File: src/rtl/frame_dump_ctrl.sv
// frame_dump_ctrl: frame-windowed capture controller.
// It counts completed frames on falling edges of vertical sync. It arms
// either just after reset or when a ROM download finishes. Once armed, it
// raises a per-channel dump enable for a programmable window of frames.
module frame_dump_ctrl #(
  parameter int CH           = 4,
  parameter int FW           = 32,
  parameter int LW           = 16,
  parameter int ARM_ON_DWNLD = 0
) (
  input  logic             clk,
  input  logic             rst,
  input  logic             vs,
  input  logic             dwnld,
  input  logic             trig,
  input  logic [CH*FW-1:0] start_frame,
  input  logic [CH*LW-1:0] len_frames,
  output logic [FW-1:0]    frame_cnt,
  output logic             armed,
  output logic [CH-1:0]    dump_en,
  output logic [CH-1:0]    dump_on,
  output logic [CH-1:0]    dump_off,
  output logic             all_done
);

  typedef enum logic [1:0] {IDLE, WAIT, ACTIVE, DONE} ch_state_t;

  ch_state_t     state [CH];
  logic [LW-1:0] rem   [CH];   // frames left in window; 0 means unlimited

  logic          vs_l;
  logic          dwnld_l;
  logic          arm_pend;     // one-shot arming request left behind by reset
  logic          vs_fall;
  logic          dwnld_fall;
  logic          dwnld_rise;
  logic          disarm;
  logic          arm_evt;
  logic [CH-1:0] len_nz;
  logic          done_ok;

  assign vs_fall    = vs_l & ~vs;
  assign dwnld_fall = dwnld_l & ~dwnld;
  assign dwnld_rise = ~dwnld_l & dwnld;
  assign disarm     = armed & dwnld_rise;
  assign arm_evt    = ~armed & ((ARM_ON_DWNLD != 0) ? dwnld_fall : arm_pend);

  // Completion qualifier: every channel with a finite window has finished.
  always_comb begin
    // NOTE: defaults first so no path leaves a variable unassigned (no latch).
    len_nz  = '0;
    done_ok = 1'b1;
    for (int i = 0; i < CH; i++) begin
      len_nz[i] = |len_frames[i*LW +: LW];
      if (len_nz[i] && (state[i] != DONE)) done_ok = 1'b0;
    end
  end

  // Edge capture, arming, frame counting and the per-channel window FSMs.
  always_ff @(posedge clk) begin
    // NOTE: non-blocking assignments throughout so every register samples
    // pre-edge values regardless of statement order.
    if (rst) begin
      vs_l      <= 1'b0;
      dwnld_l   <= 1'b0;
      arm_pend  <= 1'b1;
      armed     <= 1'b0;
      frame_cnt <= '0;
      dump_en   <= '0;
      dump_on   <= '0;
      dump_off  <= '0;
      all_done  <= 1'b0;
      // NOTE: the small per-channel arrays are reset explicitly. They are
      // flops, not RAM, and IDLE must be guaranteed out of reset.
      for (int i = 0; i < CH; i++) begin
        state[i] <= IDLE;
        rem[i]   <= '0;
      end
    end else begin
      vs_l     <= vs;
      dwnld_l  <= dwnld;
      dump_on  <= '0;
      dump_off <= '0;
      all_done <= (|len_nz) & done_ok;

      if (disarm) begin
        // A new download aborts everything; running windows close cleanly.
        armed     <= 1'b0;
        frame_cnt <= '0;
        all_done  <= 1'b0;
        for (int i = 0; i < CH; i++) begin
          if (state[i] == ACTIVE) dump_off[i] <= 1'b1;
          dump_en[i] <= 1'b0;
          state[i]   <= IDLE;
        end
      end else if (arm_evt) begin
        armed     <= 1'b1;
        arm_pend  <= 1'b0;
        frame_cnt <= '0;
        for (int i = 0; i < CH; i++) state[i] <= WAIT;
      end else if (armed) begin
        if (vs_fall && (frame_cnt != '1)) frame_cnt <= frame_cnt + 1'b1;

        for (int i = 0; i < CH; i++) begin
          case (state[i])
            WAIT: begin
              // Start frame matches by equality only; a missed start never fires.
              if (trig || (vs_fall && (frame_cnt == start_frame[i*FW +: FW]))) begin
                state[i]   <= ACTIVE;
                rem[i]     <= len_frames[i*LW +: LW];
                dump_en[i] <= 1'b1;
                dump_on[i] <= 1'b1;
              end
            end
            ACTIVE: begin
              if (vs_fall && (rem[i] != '0)) begin
                if (rem[i] == LW'(1)) begin
                  state[i]    <= DONE;
                  dump_en[i]  <= 1'b0;
                  dump_off[i] <= 1'b1;
                end else begin
                  rem[i] <= rem[i] - 1'b1;
                end
              end
            end
            default: ;
          endcase
        end
      end
    end
  end

endmodule

File: config.mk
export PLATFORM = sky130hd
export DESIGN_NAME = frame_dump_ctrl
export DESIGN_NICKNAME = d
export VERILOG_FILES = /design/src/rtl/frame_dump_ctrl.sv
export SDC_FILE = /design/constraint.sdc
export NUM_CORES = 1
export LEC_CHECK = 0
export ABC_CLOCK_PERIOD_IN_PS = 7000
export BUFFER_PORTS_ARGS = -buffer_cell sky130_fd_sc_hd__buf_2
export CORE_MARGIN = 1.5
export CORE_UTILIZATION = 57
export CTS_CLUSTER_DIAMETER = 60
export CTS_CLUSTER_SIZE = 40
export DETAILED_ROUTE_END_ITERATION = 8
export GPL_ROUTABILITY_DRIVEN = 0
export PLACE_DENSITY = 0.89
export SLEW_MARGIN = 20
export SYNTH_ARGS = -nofsm -noshare
export SYNTH_HDL_FRONTEND = slang
export SYNTH_SLANG_ARGS = --single-unit
File: constraint.sdc
create_clock -name clk -period 7 [get_ports clk]
set_input_delay 0.7 -clock clk [delete_from_list [all_inputs] [get_ports clk]]
set_output_delay 0.7 -clock clk [all_outputs]
set_load 0.02 [all_outputs]
==> impl_metrics.toml <==
[setup_path]
path_class = "reg2reg"
rr_startpoint = "rem[2][8]"
arrival_ns = 3.41
cp-end-kind = "register"
cp-start-kind = "register"
crit_path_start = "rem[2][8]"
cp.required_ns = 6.94
cp_max_fo = 17

[pwr]
p_leak_nw = 3.944
powerDensity_mw_per_mm2 = 185.3
vdd_drop_max_mv = 0.1873
power_mw = 1.879

[min_path]
min-delay-start = "arm_pend"
hold_class = "reg2reg"

[clock_network]
cts_buffer_depth = 2
hold_buffers = 0
h-tree-depth = 4
cts_num_sinks = 121
cts_buffers = 17
cts_tree = "built"
cts_resized = 0
clk_latency_ns = 0.42
root_buffer = "clkbuf_16"
cts_setup_buffers = 0
clk_pin_slew_ns = 0.05

[die]
start_util_pct = 59.19
dieArea_mm2 = 0.01532
io_pins = 243
core_area_mm2 = 0.01404
dieWidth_um = 123.8
die_height_um = 123.8
row_count = 43

[sta]
fin_crit_sh_pct = 49.54
fin_tns_setup_ns = 0
max_freq_ghz = 0.2884
hold_viol_final = 0
fin_crit_ns = 3.468
setup_viol = 0
finalHoldWorstSlack_ns = 0.4873
maxSlewViolCount = 0
rsz0062_at_grt = "false"
fin_worst_skew_ns = 0.007988
maxSlewHeadroom_pct = 36.98
worst-slew-pin-transition_ns = 0.9453

[logic_synthesis]
synth_edf_count = 69
syn_area_mm2 = 0.008312
ys.flop_type = "edfxtp_1"
syn_area_per_cell_um2 = 9.350
ys_seq_elements = 121
postSynthCellCount = 889
async_flop_share_pct = 0
syn_nets = 1099
yosys_warnings = 0
synth-seq-area-share_pct = 37.45
synth.distinct_cells = 67

[grt]
grt_overflow = 0
grt_pass1_vias = 7580
grt_usage_pct = 33.33
grt_max_degree = 35
antenna_found_initial = 2
grt_pass1_wl_mm = 38.72

[drt]
routed_wirelength_mm = 25.24
num_vias = 7925
drt_iter0_drc = 838
drc = 0
ant_nets = 0
viasPerCell = 6.110
drtPass1Iterations = 6
wire_per_inst_um = 19.46

[run]
maxCapViolCount = 0

[placement]
portBuffers = 242
post-dp-hpwl_mm = 18.78

[finish]
n_antenna_cell = 0
areaGrowthSynthToFinish_pct = 22.05
fin_nets = 1314
postLayoutCoreUtil_pct = 72.24
drive_gt1_share_pct = 28.38
fill_cells = 1047
multiInputGateArea_mm2 = 0.004860
final-seq-area_mm2 = 0.003113

[run_status]
status = "finished, final reports clean"
-- worst max-delay path, cell delays in order, from the launching register on --
cell and delay (ns):
edfxtp_1 0.44, or3_1 0.46, or4_1 0.48, nor2_1 0.14, nand3_1 0.09, o211ai_2 0.64, nand3b_1 0.74
-- power by group --
group / switching, mW / internal [mW]
Clock: 0.315 / 0.532
Sequential: 0.0264 / 0.780
Combinational: 0.122 / 0.104
Total: 0.463 / 1.42
-- through the flow --
step	instance area, µm²	instances	setup WS, ns
floorplan	8312	889	2.704
global placement	9562	1265	3.578
detailed placement	9562	1265	3.515
CTS	10140	1297	3.499
global route	10140	1297	3.245
finish	10140	1297	3.532
-- logic make-up (layout without fill, tap and decap cells) --
kind of cell	after synthesis	count (layout)	synth area share, %
AOI/OAI and AO/OA	129	129	12.86
and+or+nand+nor	348	348	22.82
adders and majority gates	13	13	1.957
DFF	121	121	37.45
xor gates and xnor gates	194	194	20.44
buffers and inverters	84	312	4.471
-- layout by cell type, fill, tap and decap left out, types with 3 or more instances in the layout --
cell | netlist | final
buf_2 | 10 | 242
xnor2_1 | 130 | 130
edfxtp_1 | 69 | 69
nor2_1 | 66 | 66
xor2_1 | 64 | 64
nand2_1 | 53 | 53
dfxtp_1 | 52 | 52
o2bb2ai_1 | 50 | 50
nor4_1 | 39 | 39
nand4_1 | 38 | 38
nor3_1 | 37 | 37
inv_1 | 33 | 33
nand3_1 | 25 | 25
clkbuf_16 | 0 | 19
or3_1 | 15 | 15
a21oi_1 | 14 | 14
o22ai_2 | 14 | 14
ha_1 | 13 | 13
o21ai_0 | 12 | 12
nand2_2 | 12 | 12
nor2b_1 | 9 | 9
nand3b_1 | 8 | 8
nand2b_1 | 7 | 7
and2_1 | 6 | 6
or4_1 | 5 | 5
nor3b_1 | 5 | 5
and4_1 | 5 | 5
buf_4 | 1 | 5
o2111ai_1 | 4 | 4
o22ai_1 | 4 | 4
a21o_1 | 4 | 4
clkbuf_1 | 36 | 4
clkbuf_8 | 0 | 4
o211ai_1 | 3 | 3
nor4b_1 | 4 | 3
inv_4 | 0 | 3
-- sequential cells by signal, summed over array words and instances, names as in the netlist --
name,flops
frame_cnt,32
dwnld_l,1
vs_l,1
state,8
rem,64
all_done,1
dump_on,4
dump_off,4
dump_en,4
armed,1
arm_pend,1
-- metal layers --
metal	part of all wire (%)	global-route usage (%)	up-vias
met4	2.2	9.339	2
met3	12	10.71	61
met1	40	44.50	3751
met5	0.052	0	-
li1	-	-	3662
met2	46	52.04	449
-- final timing paths --
| kind | to | slack (ns) | cells past startpoint |
|---|---|---|---|
| setup / recovery | rem[2][2] | 3.53 | 6 |
| hold reg to reg | armed | 0.49 | 2 |
| hold / removal | armed | 0.49 | 2 |
| setup reg to reg | rem[2][2] | 3.53 | 6 |
-- final cells by class --
cell class | count | area share (%)
clock buffers | 27 | 5.377
clock inverters | 5 | 0.2837
inverters | 33 | 1.221
multi-input cells | 684 | 47.90
flip-flops and latches | 121 | 30.69
well taps | 180 | 2.220
repair buffers | 247 | 12.31
-- cell usage after synthesis (all sizes together) (13+ instances only) --
cell / number / area (µm²)
buf: 15 / 112.6
edfxtp: 69 / 2072
nand3: 25 / 125.1
nand2: 66 / 294.0
nand4: 38 / 237.7
o22ai: 18 / 200.2
nor2: 66 / 247.7
xor2: 64 / 560.5
or3: 15 / 93.84
a21oi: 15 / 78.83
o2bb2ai: 50 / 437.9
xnor2: 130 / 1139
inv: 33 / 123.9
dfxtp: 52 / 1041
nor4: 40 / 256.5
ha: 13 / 162.7
o21ai: 14 / 70.07
clkbuf: 36 / 135.1
nor3: 37 / 185.2
Power figures use the tool's default switching activity.
